`src/rtl/morse_pkg.sv`:
```
// Shared definitions for the Morse symbol sequencer: symbol codes, FSM states,
// packed-word type and a slot-insertion helper.
package morse_pkg;

    typedef logic [1:0] sym_t;
    typedef logic [7:0] sym_word_t;

    localparam sym_t SYM_GAP  = 2'b00;
    localparam sym_t SYM_DOT  = 2'b01;
    localparam sym_t SYM_DASH = 2'b11;

    localparam int MAX_SYMBOLS = 4;
    localparam int COUNT_W     = 3;

    typedef enum logic [1:0] {
        ST_IDLE    = 2'd0,
        ST_PRESS   = 2'd1,
        ST_RELEASE = 2'd2,
        ST_EMIT    = 2'd3
    } state_t;

    // Slot 0 lives in [7:6], slot 3 in [1:0].
    function automatic sym_word_t place_symbol(sym_word_t word, logic [1:0] slot, sym_t sym);
        sym_word_t r;
        int        base;
        r    = word;
        base = 6 - 2 * int'(slot);
        r[base +: 2] = sym;
        return r;
    endfunction

endpackage

```
`src/rtl/morse_symbol_sequencer_if.sv`:
```
// Letter handshake bundle: the sequencer (master) offers a packed symbol word,
// the decoder side (slave) accepts it with ready.
interface morse_symbol_sequencer_if;
    import morse_pkg::*;

    sym_word_t          word;
    logic               valid;
    logic               ready;
    logic [COUNT_W-1:0] count;
    logic               overflow;

    modport master (output word, output valid, output count, output overflow, input ready);
    modport slave  (input word, input valid, input count, input overflow, output ready);

endinterface

```
`src/rtl/morse_key_timer.sv`:
```
// Key conditioning, edge detection and saturating press/gap counters.
// With INPUT_SYNC_EN defined the key passes a 2-flop synchronizer first.
module morse_key_timer #(
    parameter int CNT_W = 16
) (
    input  logic             i_clk,
    input  logic             i_rst_n,
    input  logic             i_key_raw,
    input  logic             i_press_load,
    input  logic             i_press_inc,
    input  logic             i_gap_clr,
    input  logic             i_gap_inc,
    output logic             o_key,
    output logic             o_rise,
    output logic             o_fall,
    output logic [CNT_W-1:0] o_press_cnt,
    output logic [CNT_W-1:0] o_gap_cnt
);

    localparam logic [CNT_W-1:0] CNT_ONE = CNT_W'(1);
    localparam logic [CNT_W-1:0] CNT_MAX = '1;

    logic             w_key;
    logic             r_key_prev;
    logic [CNT_W-1:0] r_press_cnt;
    logic [CNT_W-1:0] r_gap_cnt;

`ifdef INPUT_SYNC_EN
    logic [1:0] r_sync;

    always_ff @(posedge i_clk or negedge i_rst_n) begin
        if (!i_rst_n) begin
            r_sync <= 2'b00;
        end else begin
            r_sync <= {r_sync[0], i_key_raw};
        end
    end

    assign w_key = r_sync[1];
`else
    assign w_key = i_key_raw;
`endif

    always_ff @(posedge i_clk or negedge i_rst_n) begin
        if (!i_rst_n) begin
            r_key_prev  <= 1'b0;
            r_press_cnt <= '0;
            r_gap_cnt   <= '0;
        end else begin
            r_key_prev <= w_key;

            if (i_press_load) begin
                r_press_cnt <= CNT_ONE;
            end else if (i_press_inc && (r_press_cnt != CNT_MAX)) begin
                r_press_cnt <= r_press_cnt + CNT_ONE;
            end

            if (i_gap_clr) begin
                r_gap_cnt <= '0;
            end else if (i_gap_inc && (r_gap_cnt != CNT_MAX)) begin
                r_gap_cnt <= r_gap_cnt + CNT_ONE;
            end
        end
    end

    assign o_key       = w_key;
    assign o_rise      = w_key & ~r_key_prev;
    assign o_fall      = ~w_key & r_key_prev;
    assign o_press_cnt = r_press_cnt;
    assign o_gap_cnt   = r_gap_cnt;

endmodule

```
`src/rtl/morse_symbol_sequencer.sv`:
```
// Classifies key presses as dot/dash, packs up to four symbols per letter and
// offers the word after the letter gap. Optional INPUT_SYNC_EN adds a key synchronizer.
module morse_symbol_sequencer
    import morse_pkg::*;
#(
    parameter int CNT_W            = 16,
    parameter int MIN_PRESS_TICKS  = 2,
    parameter int DOT_MAX_TICKS    = 4,
    parameter int LETTER_GAP_TICKS = 8
) (
    input  logic                      i_clk,
    input  logic                      i_rst_n,
    input  logic                      i_key,
    morse_symbol_sequencer_if.master  sym_bus
);

    localparam logic [CNT_W-1:0]   MIN_CNT  = CNT_W'(MIN_PRESS_TICKS);
    localparam logic [CNT_W-1:0]   DOT_CNT  = CNT_W'(DOT_MAX_TICKS);
    // Gap counter value from which one more low cycle completes the letter gap.
    localparam logic [CNT_W-1:0]   GAP_LAST = CNT_W'(LETTER_GAP_TICKS - 2);
    localparam logic [COUNT_W-1:0] MAX_CNT  = COUNT_W'(MAX_SYMBOLS);

    state_t             r_state,    w_state_next;
    sym_word_t          r_word,     w_word_next;
    logic [COUNT_W-1:0] r_count,    w_count_next;
    logic               r_overflow, w_overflow_next;

    logic             w_press_load, w_press_inc, w_gap_clr, w_gap_inc;
    logic             w_key, w_rise, w_fall;
    logic [CNT_W-1:0] w_press_cnt, w_gap_cnt;

    morse_key_timer #(
        .CNT_W (CNT_W)
    ) u_key_timer (
        .i_clk        (i_clk),
        .i_rst_n      (i_rst_n),
        .i_key_raw    (i_key),
        .i_press_load (w_press_load),
        .i_press_inc  (w_press_inc),
        .i_gap_clr    (w_gap_clr),
        .i_gap_inc    (w_gap_inc),
        .o_key        (w_key),
        .o_rise       (w_rise),
        .o_fall       (w_fall),
        .o_press_cnt  (w_press_cnt),
        .o_gap_cnt    (w_gap_cnt)
    );

    always_ff @(posedge i_clk or negedge i_rst_n) begin
        if (!i_rst_n) begin
            r_state    <= ST_IDLE;
            r_word     <= '0;
            r_count    <= '0;
            r_overflow <= 1'b0;
        end else begin
            r_state    <= w_state_next;
            r_word     <= w_word_next;
            r_count    <= w_count_next;
            r_overflow <= w_overflow_next;
        end
    end

    always_comb begin
        w_state_next    = r_state;
        w_word_next     = r_word;
        w_count_next    = r_count;
        w_overflow_next = r_overflow;
        w_press_load    = 1'b0;
        w_press_inc     = 1'b0;
        w_gap_clr       = 1'b0;
        w_gap_inc       = 1'b0;

        case (r_state)
            ST_IDLE: begin
                if (w_rise) begin
                    w_state_next = ST_PRESS;
                    w_press_load = 1'b1;
                end
            end

            ST_PRESS: begin
                if (w_fall) begin
                    if (w_press_cnt < MIN_CNT) begin
                        // Glitch: gap timing resumes where it left off.
                        w_state_next = (r_count == '0) ? ST_IDLE : ST_RELEASE;
                    end else begin
                        if (r_count < MAX_CNT) begin
                            w_word_next  = place_symbol(r_word, r_count[1:0],
                                                        (w_press_cnt <= DOT_CNT) ? SYM_DOT : SYM_DASH);
                            w_count_next = r_count + COUNT_W'(1);
                        end else begin
                            w_overflow_next = 1'b1;
                        end
                        w_gap_clr    = 1'b1;
                        w_state_next = ST_RELEASE;
                    end
                end else begin
                    w_press_inc = 1'b1;
                end
            end

            ST_RELEASE: begin
                if (w_rise) begin
                    w_state_next = ST_PRESS;
                    w_press_load = 1'b1;
                end else begin
                    w_gap_inc = 1'b1;
                    if (w_gap_cnt >= GAP_LAST) begin
                        w_state_next = ST_EMIT;
                    end
                end
            end

            ST_EMIT: begin
                // Key activity while waiting is ignored; only its level at acceptance counts.
                if (sym_bus.ready) begin
                    w_word_next     = '0;
                    w_count_next    = '0;
                    w_overflow_next = 1'b0;
                    if (w_key) begin
                        w_state_next = ST_PRESS;
                        w_press_load = 1'b1;
                    end else begin
                        w_state_next = ST_IDLE;
                    end
                end
            end

            default: begin
                w_state_next = ST_IDLE;
            end
        endcase
    end

    assign sym_bus.valid    = (r_state == ST_EMIT);
    assign sym_bus.word     = ((r_state == ST_EMIT) && r_overflow) ? sym_word_t'(0) : r_word;
    assign sym_bus.count    = r_count;
    assign sym_bus.overflow = r_overflow;

endmodule
```
`src/flat_wrapper.sv`:
```
// flat-port wrapper written by rule: the top's interface ports become plain ports
module morse_symbol_sequencer_flat import morse_pkg::*;
#(
    parameter int CNT_W            = 16,
    parameter int MIN_PRESS_TICKS  = 2,
    parameter int DOT_MAX_TICKS    = 4,
    parameter int LETTER_GAP_TICKS = 8
)
  (i_clk, i_rst_n, i_key, sym_bus_word, sym_bus_valid, sym_bus_count, sym_bus_overflow, sym_bus_ready);
  morse_symbol_sequencer_if sym_bus_i ();
  input  logic i_clk;
  input  logic i_rst_n;
  input  logic i_key;
  output wire logic [$bits(sym_bus_i.word)-1:0] sym_bus_word;
  output wire logic [$bits(sym_bus_i.valid)-1:0] sym_bus_valid;
  output wire logic [$bits(sym_bus_i.count)-1:0] sym_bus_count;
  output wire logic [$bits(sym_bus_i.overflow)-1:0] sym_bus_overflow;
  input wire logic [$bits(sym_bus_i.ready)-1:0] sym_bus_ready;
  assign sym_bus_word = sym_bus_i.word;
  assign sym_bus_valid = sym_bus_i.valid;
  assign sym_bus_count = sym_bus_i.count;
  assign sym_bus_overflow = sym_bus_i.overflow;
  assign sym_bus_i.ready = sym_bus_ready;
  morse_symbol_sequencer #(.CNT_W(CNT_W), .MIN_PRESS_TICKS(MIN_PRESS_TICKS), .DOT_MAX_TICKS(DOT_MAX_TICKS), .LETTER_GAP_TICKS(LETTER_GAP_TICKS)) u_core (.i_clk(i_clk), .i_rst_n(i_rst_n), .i_key(i_key), .sym_bus(sym_bus_i));
endmodule
```
`config.mk`:
```
export PLATFORM = sky130hd
export DESIGN_NAME = morse_symbol_sequencer_flat
export DESIGN_NICKNAME = d
export VERILOG_FILES = /design/src/rtl/morse_pkg.sv /design/src/rtl/morse_symbol_sequencer_if.sv /design/src/rtl/morse_key_timer.sv /design/src/rtl/morse_symbol_sequencer.sv /design/src/flat_wrapper.sv
export SDC_FILE = /design/constraint.sdc
export NUM_CORES = 1
export LEC_CHECK = 0
export ABC_AREA = 1
export CORE_ASPECT_RATIO = 0.5
export CORE_MARGIN = 2
export CORE_UTILIZATION = 33
export CTS_BUF_LIST = sky130_fd_sc_hd__clkbuf_4 sky130_fd_sc_hd__clkbuf_8
export DETAILED_ROUTE_END_ITERATION = 8
export GPL_ROUTABILITY_DRIVEN = 0
export GPL_TIMING_DRIVEN = 1
export SYNTH_ARGS = -nofsm -noshare
export SYNTH_HDL_FRONTEND = slang
export SYNTH_SLANG_ARGS = --single-unit
```
`constraint.sdc`:
```
create_clock -name i_clk -period 2 [get_ports i_clk]
set_clock_uncertainty 0.05 [all_clocks]
set_input_delay 0.5 -clock i_clk [delete_from_list [all_inputs] [get_ports i_clk]]
set_output_delay 0.5 -clock i_clk [all_outputs]
set_load 0.1 [all_outputs]
```
======== Word-level counts from Yosys, hierarchy flattened ========
Cells that the tools add are included.
W data, S select, Z words.
operators by class
  reductions and logical operators ........ 12
  mux-type cells .......................... 42
  add/subtract/negate cells ............... 5
  bitwise logic cells ..................... 4
  $lt $le $gt $ge ......................... 4
  equal/unequal tests ..................... 12
  shifts and indexed selects .............. 2
operator list
  kind                      number
  $mux W16                  4
  $mux W8                   5
  $neg A32 Y33              1
  $shift A2 B33 Y8 const A  1
  $shiftx A2 B33 Y8         1
  $add A16 B1 Y16 const B   2
  $ne A16 B16 Y1 const B    2
  $ge A16 B3 Y1 const B     1
  $le A16 B3 Y1 const B     1
  $lt A16 B2 Y1 const B     1
  $mux W2                   8
  $pmux W8 S2               1
  $mux W1                   15
  $mux W3                   4
  $reduce_and A5 Y1         2
  $bwmux W8                 1
  $ne A2 B2 Y1 const B      4
  $pmux W2 S4               1
  $pmux W3 S2               1
  $reduce_bool A2 Y1        3
  $eq A2 B2 Y1 const B      2
  $ne A2 B1 Y1 const B      2
  $pmux W1 S2               2
  $reduce_and A4 Y1         1
  other kinds (11)          15
word-level totals
  logic and storage cells ................. 88
  flip-flop bits (word level) ............. 47
  bits of input ports ..................... 4
  output and inout bits ................... 13

======== Logic depth before layout (Yosys ltp) ========
Gate-level depths: netlist of the first run.
  depth in word-level cells ............... 8
  gate-level depth with buffers ........... 11
  mapped depth without buffers ............ 10

======== By module ========
Synthesis of the first run repeated with hierarchy kept, for this count alone.
second synthesis, totals
  cell total of the unflattened synthesis .. 446
  area, all modules ....................... 3084.2 µm²
by module, submodules not included
  module                  area each (µm²)  times used  seq. area each (µm²)  cells each
  morse_key_timer         2085.8           1           825.8                 298
  morse_symbol_sequencer  998.5            1           350.3                 148

======== Worst setup path after synthesis of the first run ========
Ideal clock, no wire load.
  path type ............................... register to output
  from .................................... register u_core.r_overflow (netlist: u_core.sym_bus.overflow)
  to ...................................... output port sym_bus_word[0]
  arrival ................................. 1741 ps
  path buffers ............................ 0
  setup slack ............................. -291 ps
  stages on the path, launching flop included .. 4
  data required time ...................... 1450 ps
  path through ............................ dfrtp_1 > nand2_1 > nand2_1 > inv_1
between the ends
  word-level cells in the longest chain between the ends .. 2
RTL lines
  what                      RTL line                       source
  start: declaration        morse_symbol_sequencer.sv:26   logic r_overflow, w_overflow_next;
  start signal: assignment  morse_symbol_sequencer.sv:59   r_overflow <= w_overflow_next;
  $logic_and A1 B1 Y1       morse_symbol_sequencer.sv:136  assign sym_bus.word = ((r_state == ST_EMIT) && r_overflow) ? sym_word_t'(0) : r_word;
  $mux W8                   morse_symbol_sequencer.sv:136
  end: declaration          flat_wrapper.sv:14             output wire logic [$bits(sym_bus_i.word)-1:0] sym_bus_word;
No other way between the ends.

======== Worst setup path after layout of the first run ========
  from .................................... register u_core.r_state[1]
  to ...................................... output port sym_bus_word[6]
between the ends
  word-level cells in the longest chain between the ends .. 3
RTL lines
  what                      RTL line                       source
  start: declaration        morse_symbol_sequencer.sv:23   state_t r_state, w_state_next;
  start signal: assignment  morse_symbol_sequencer.sv:56   r_state <= w_state_next;
  $eq A2 B2 Y1              morse_symbol_sequencer.sv:136
  $logic_and A1 B1 Y1       morse_symbol_sequencer.sv:136
  $mux W8                   morse_symbol_sequencer.sv:136
No other way between the ends.

==> results.md, run 1 <==
* Crit path buffers/inverters at 3
* Max-cap violations at 0
* CP Class: reg2out
* Endpoints failing setup at 0
* Worst-Skew Late Latency at 0.31 ns
* I/O pin cnt at 17
* Pwr Density at roughly 1400 nW/µm²
* Clock root buffer: clkbuf_8
* Worst Path Arrival at 1.36 ns
* Cell taking the most area after synthesis: dfrtp_1
* Sequential fraction of the synthesis area at 37.1%
* All-Layer GR Usage at between 10% and 20%
* Status: finished clean
* Share of the synthesized area in the top cell type at 37.1%
* Die X at 143 µm
* Worst setup EP type: output port
* CTS tree: done
* I/O Buffers at 16
* Chip height at 73.3 µm
* Initial antenna violation count at 0
* Final ANT Viol Nets at 0
* Reg-to-reg slack, setup at 0.23 ns
* Total power at about 5.2 mW
* Core Region at 9380 µm²
* Fin crit period at 1.91 ns
* Area occupied by multi-input gates at ~1700 µm²
* Synth Net Count at between 400 and 500
* Most frequent cells in the layout: nand2_1 (123), nor2_1 (64), nand3_1 (51)
* Pin count of the biggest net entering global routing at 48
* Nets at between 400 and 500
* CTS clock-pin slew for the worst setup and hold paths at 0.09 ns
* Syn-to-layout area delta at 20.1%
* Cell mode on critical path: nand2_4
* Routed Wire Length at 7.12 mm
* Number of global-route vias before repair at 2677
* Largest delay share family, worst path: flip-flops
* Peak supply drop at 0.640 mV
* Worst r2r path cells at 9
* Cell Chain, Critical Path: nand2_4 > inv_12 > nand2_4 > nand2_1 > clkinvlp_4 > buf_12
* Slew HR at 72.2%
* Share of layout cells above drive strength 1 at 14.7%
* Cell Area, Synth at 3170 µm²
* Number of CTS-inserted buffers at 5
* Worst r2r dst: u_core.u_key_timer.o_press_cnt[11]
* RSZ-0062 raised after global routing: false
* Max clock buf depth at 2
* Slew Viols, Final at 0
* Syn avg cell area at between 6 and 7 µm²
* RR Startpoint: u_core.u_key_timer.o_press_cnt[0]
* Worst-Margin Slew at 0.415 ns
* Yosys reg bits at 47
* Starting Density at approximately a third
* Drt pass-1 iters at 4
* Ys Warns at 0
* # rows at 25
* DRT iter0 DRCs at 191
* Vias/cell at 4.68
* H-tree levels at 2
* CP Data Required Time at 1.45 ns
* Fin. Hold Viols at 0
* Worst hold path type: in2async
* Clk sinks at 47
* First-pass GRT wire length at 12.5 mm
* Die ar. at 10500 µm²
* Routed vias at 2824
* Most common cell after layout, fill and taps aside: nand2_1
* Cells after synthesis at about 460
* DP HPWL at 5.27 mm
* Static Leak at 1.88 nW
* Grt ovf at 0
* CP max stage cell: dfrtp_2
* Final Cycle Share at 95.7%
* WL/cell at 11.8 µm
* Fmax at 523 MHz
* Residual DRC at 0
* N_diodes at 0
* Startpoint types: flop
* Ranking of synthesized cells by area: dfrtp_1 (37%), nand2_1 (15%), nand3_1 (8.1%)
* Register area at 1180 µm²
* Crit-path max cell delay at 0.43 ns
* Crit-path max FO at 8
* Worst hold slack at 0.106 ns
* Fillers at 952
* Synth unique cells at 29
* Post-CTS Repair Setup Buffers at 0
synth_stat cells (all sizes together):
library cell	number
nand3b	7
nand2	129
buf	8
and2	1
o21ai	24
nand3	53
nor2	68
or2	2
clkinv	1
a21oi	6
ha	8
nand4	20
nor3	7
xor2	13
dfrtp	47
a32oi	1
inv	60
cells by family (layout without fill, tap and decap cells):
family	Yosys count	after routing	synth area share (%)
adders and majority gates	8	8	3.16
AOI/OAI and AO/OA	31	31	5.96
xor gates and xnor gates	13	13	3.59
and+or+nand+nor	287	287	40.8
buffers and inverters	69	96	9.43
DFF	47	47	37.1
power breakdown:
group          leakage, nW  switching (mW)  internal (mW)
logic                 1.21            2.08           1.05
registers            0.624           0.240           1.19
clock network       0.0491           0.339          0.274
total                 1.88            2.66           2.51
worst max-delay path by stage:
stage / start / endpoint / slack, ns / cells after the start
2_1_floorplan: u_core.sym_bus.count[1] / u_core.r_word[1] / 0.02 / 7
3_3_place_gp: i_key / u_core.sym_bus.count[2] / 0.002 / 10
3_5_place_dp: i_key / u_core.r_word[4] / -0.04 / 10
4_1_cts: u_core.r_state[1] / sym_bus_word[6] / 0.06 / 6
5_1_grt: u_core.r_state[1] / sym_bus_word[6] / 0.02 / 6
6_report: u_core.r_state[1] / sym_bus_word[6] / 0.09 / 6
sequential cells by signal, indices dropped and copies added (netlist names):
name	cells
u_core.u_key_timer.o_press_cnt	16
u_core.sym_bus.count	3
u_core.sym_bus.overflow	1
u_core.r_state	2
u_core.r_word	8
u_core.u_key_timer.o_gap_cnt	16
u_core.u_key_timer.r_key_prev	1
timing repair:
item / 4_1_cts / 5_1_grt
gates resized for setup: 2 / 0
hold buffers: 0 / 0
setup endpoints to repair: 8 / 0
worst reg2reg max path, delay by kind of cell (launching register included):
kind	cells	cell delay, ns
and+or+nand+nor	7	0.83
adders and majority gates	1	0.21
DFF	1	0.43
buffers and inverters	1	0.19
per-layer routing:
metal | wire length [µm] | vias up | track usage (%)
met3 | 242 | 7 | 3.32
met1 | 3750 | 1275 | 21.0
li1 | - | 1504 | -
met4 | 82 | 0 | 5.17
met5 | 0 | - | 0
met2 | 3050 | 38 | 24.1
cell type report:
type / count / share of cell area [%]
clock buffer: 7 / 2.20
clock inverter: 1 / 0.131
inverter: 61 / 7.23
multi-input combinational: 339 / 44.7
sequential: 47 / 31.1
tap: 121 / 3.98
timing repair buffer: 27 / 10.6
per-stage QoR:
| step | setup TNS, ns | util [%] | cell area (µm²) | setup slack (ns) | instances |
|---|---|---|---|---|---|
| 6_report | 0 | 40.6 | 3810 | 0.0862 | 603 |
| 5_1_grt | 0 | 40.6 | 3810 | 0.0156 | 603 |
| 4_1_cts | 0 | 40.6 | 3810 | 0.0591 | 603 |
| 3_5_place_dp | -0.0533 | 39.5 | 3710 | -0.0408 | 595 |
| 2_1_floorplan | 0 | - | 3220 | 0.0172 | 455 |
| 3_3_place_gp | 0 | 39.5 | 3710 | 0.00240 | 595 |
Note: power is estimated with default switching activity, not from simulation.
==> run 2: changes to the inputs <==
--- a/config.mk
+++ b/config.mk
@@ -6,6 +6,7 @@
 export NUM_CORES = 1
 export LEC_CHECK = 0
 export ABC_AREA = 1
+export CAP_MARGIN = 20
 export CORE_ASPECT_RATIO = 0.5
 export CORE_MARGIN = 2
 export CORE_UTILIZATION = 33
==> results of run 2 <==
The final DEF is identical to that of run 1; final timing and power are the same.
==> run 3: changes to the inputs <==
--- a/config.mk
+++ b/config.mk
@@ -14,6 +14,7 @@
 export DETAILED_ROUTE_END_ITERATION = 8
 export GPL_ROUTABILITY_DRIVEN = 0
 export GPL_TIMING_DRIVEN = 1
+export SETUP_SLACK_MARGIN = 0.5
 export SYNTH_ARGS = -nofsm -noshare
 export SYNTH_HDL_FRONTEND = slang
 export SYNTH_SLANG_ARGS = --single-unit
==> run 3 against run 2 <==
Critical path depth unchanged. Power grew 31%. Combinational power increased by 45%. Sequential share of layout area fell by 6.0 points.
==> results.md, run 3 (synthesized netlist as in run 1, its figures left out) <==
* Status: finished clean
* Share of layout cells above drive strength 1 at 40.0% (+25 points)
* CP Class: reg2out
* Share of power burned in registers at 21.5% (-6.2 points)
* Largest delay share family, worst path: flip-flops
* Startpoint types: flop
* Post-route insts no fill at 664 (+10%)
* Place WS at -0.0293 ns (+0.0114 ns)
* Pin count of the biggest net entering global routing at 33 (-31%)
* Cell mode on critical path: nand2_8
* Final WS setup at 0.126 ns (+0.0396 ns)
* Worst setup EP type: output port
* Starting Density at 33.8% (unchanged)
* Post-place instance area at 3750 µm² (+1.1%)
* Worst hold slack at 0.0609 ns (-0.0452 ns)
* Number of CTS-inserted buffers at 5 (unchanged)
* Worst Path Arrival at 1.32 ns (-0.04 ns)
* Initial antenna violation count at 0 (unchanged)
* Pwr Density at 1400 nW/µm² (+3.1%)
* All-Layer GR Usage at 18.0% (+2.7 points)
* Slew Viols, Final at 0 (unchanged)
* CP max stage cell: dfrtp_2
* Crit-path max cell delay at 0.45 ns (+0.02 ns)
* Cell Chain, Critical Path: nand2_8 > inv_12 > nand2_8 > nand2_2 > clkinvlp_4 > buf_12
* Sw power at 3.37 mW (+27%)
* First-pass GRT wire length at 15.0 mm (+20%)
* Slew HR at 72.3% (+0.17 points)
* Number of global-route vias before repair at 3083 (+15%)
* WL/cell at 14.1 µm (+19%)
* H-tree levels at 2 (unchanged)
* Placed cell count at 592 (-0.50%)
* Syn-to-layout area delta at 52.3%
* P_int at 3.39 mW (+35%)
* # rows at 25 (unchanged)
* Static Leak at 2.30 nW (+22%)
* Net Sw Frac at 49.8% (-1.6 points)
* I/O pin cnt at 17 (unchanged)
* Max-cap violations at 0 (unchanged)
* Max clock buf depth at 2 (unchanged)
* Total power at 6.76 mW (+31%)
* Worst-Skew Late Latency at 0.31 ns (about the same)
* Fillers at 852 (-11%)
* Endpoints failing setup at 0 (unchanged)
* Grt ovf at 0 (unchanged)
* Combinational Power Share at 67.3% (+6.8 points)
* Die ar. at 10500 µm² (unchanged)
* Worst hold path type: in2async
* Most common cell after layout, fill and taps aside: nand2_1
* Reg-to-reg slack, setup at 0.17 ns (-0.06 ns)
* Die X at 143 µm (unchanged)
* Drt pass-1 iters at 4 (unchanged)
* Vias/cell at 4.95 (+5.8%)
* Crit path buffers/inverters at 3 (unchanged)
* Core Region at 9380 µm² (unchanged)
* Clk sinks at 47 (unchanged)
* N_diodes at 0 (unchanged)
* Clock share of power at 11.2% (-0.7 points)
* Design area at 4830 µm² (+27%)
* Fmax at 534 MHz (+2.1%)
* Fin crit period at 1.87 ns (-0.0396 ns)
* Register area at 1210 µm² (+2.2%)
* Area occupied by multi-input gates at 2080 µm² (+22%)
* Residual DRC at 0 (unchanged)
* CP Data Required Time at 1.45 ns (about the same)
* DRT iter0 DRCs at 167 (-13%)
* Fin. Hold Viols at 0 (unchanged)
* CTS tree: done
* DP HPWL at 5.59 mm (+6.0%)
* Routed vias at 3289 (+16%)
* CTS clock-pin slew for the worst setup and hold paths at 0.10 ns (about the same)
* Peak supply drop at 0.573 mV (-10%)
* Chip height at 73.3 µm (unchanged)
* RR Startpoint: u_core.r_state[1]
* Most frequent cells in the layout: nand2_1 (101), nor2_1 (51), buf_4 (50)
* Nets at 554 (+12%)
* Crit-path max FO at 8 (unchanged)
* I/O Buffers at 16 (unchanged)
* RSZ-0062 raised after global routing: true
* Final Cycle Share at 93.7% (-2.0 points)
* Routed Wire Length at 9.35 mm (+31%)
* Clock root buffer: clkbuf_8
* Worst r2r dst: u_core.u_key_timer.o_press_cnt[3]
* Worst-Margin Slew at 0.415 ns (+0.000580 ns)
* Worst r2r path cells at 9 (unchanged)
* Final ANT Viol Nets at 0 (unchanged)
## run 3: cell count changes in the layout (fill, tap and decap cells not counted), moves of 11 or more
cell	before	now
nor2_1	64	51
nand3_1	51	39
nand2_2	3	17
buf_4	8	50
o21ai_0	19	5
dfrtp_1	43	28
buf_6	0	11
nand2_1	123	101
dfrtp_2	3	15
## run 3: worst max-delay path by stage
| stage | depth (start not counted) | to | startpoint |
|---|---|---|---|
| global placement | 9 | u_core.sym_bus.count[2] | sym_bus_ready |
| finish | 6 | sym_bus_word[5] | u_core.r_state[1] |
| global route | 6 | sym_bus_word[1] | u_core.r_state[1] |
| detailed placement | 8 | u_core.r_word[3] | sym_bus_ready |
| CTS | 6 | sym_bus_word[5] | u_core.r_state[1] |
| floorplan | 5 | sym_bus_word[4] | u_core.r_state[1] |
## run 3: power by group through the flow
stage	registers (mW)	logic (mW)	clock network, mW
3_5_place_dp	1.51	3.19	0
2_1_floorplan	1.70	2.03	0
6_report	1.46	4.55	0.754
5_1_grt	1.49	4.84	0.806
3_3_place_gp	1.51	3.18	0
4_1_cts	1.43	3.90	0.779
## run 3: what timing repair did
| item | in CTS | in global routing |
|---|---|---|
| hold buffers | 0 | 0 |
| setup endpoints to repair | 59 | 59 |
| gates cloned | 5 | 1 |
| resized for setup | 59 | 80 |
| pin swaps | 16 | 37 |
| buffers inserted | 37 | 21 |
## run 3: final cells by class
cell class | count | share of cell area (%)
Clock buffer | 6 | 1.71
Tap cell | 121 | 3.13
Sequential cell | 47 | 25.1
Timing Repair Buffer | 85 | 19.7
Clock inverter | 2 | 0.725
Timing Repair inverter | 2 | 0.285
Multi-Input combinational cell | 340 | 43.1
Inverter | 61 | 6.27
## run 3: metrics by stage
stage | setup TNS (ns) | utilization, %
after global placement | -0.0176 | 40.0
final | 0 | 51.5
after CTS | 0 | 47.0
after floorplan | 0 | -
after global routing | 0 | 51.5
after detailed placement | -0.133 | 40.0
## run 3: per-layer routing
metal | routed length, µm | vias to the layer above | part of all wire (%) | global-route usage [%]
li1 | - | 1644 | - | -
met2 | 4450 | 53 | 48 | 27.9
met5 | 0 | - | 0 | 0
met4 | 93 | 0 | 0.99 | 4.51
met1 | 4500 | 1583 | 48 | 26.2
met3 | 298 | 9 | 3.2 | 3.00
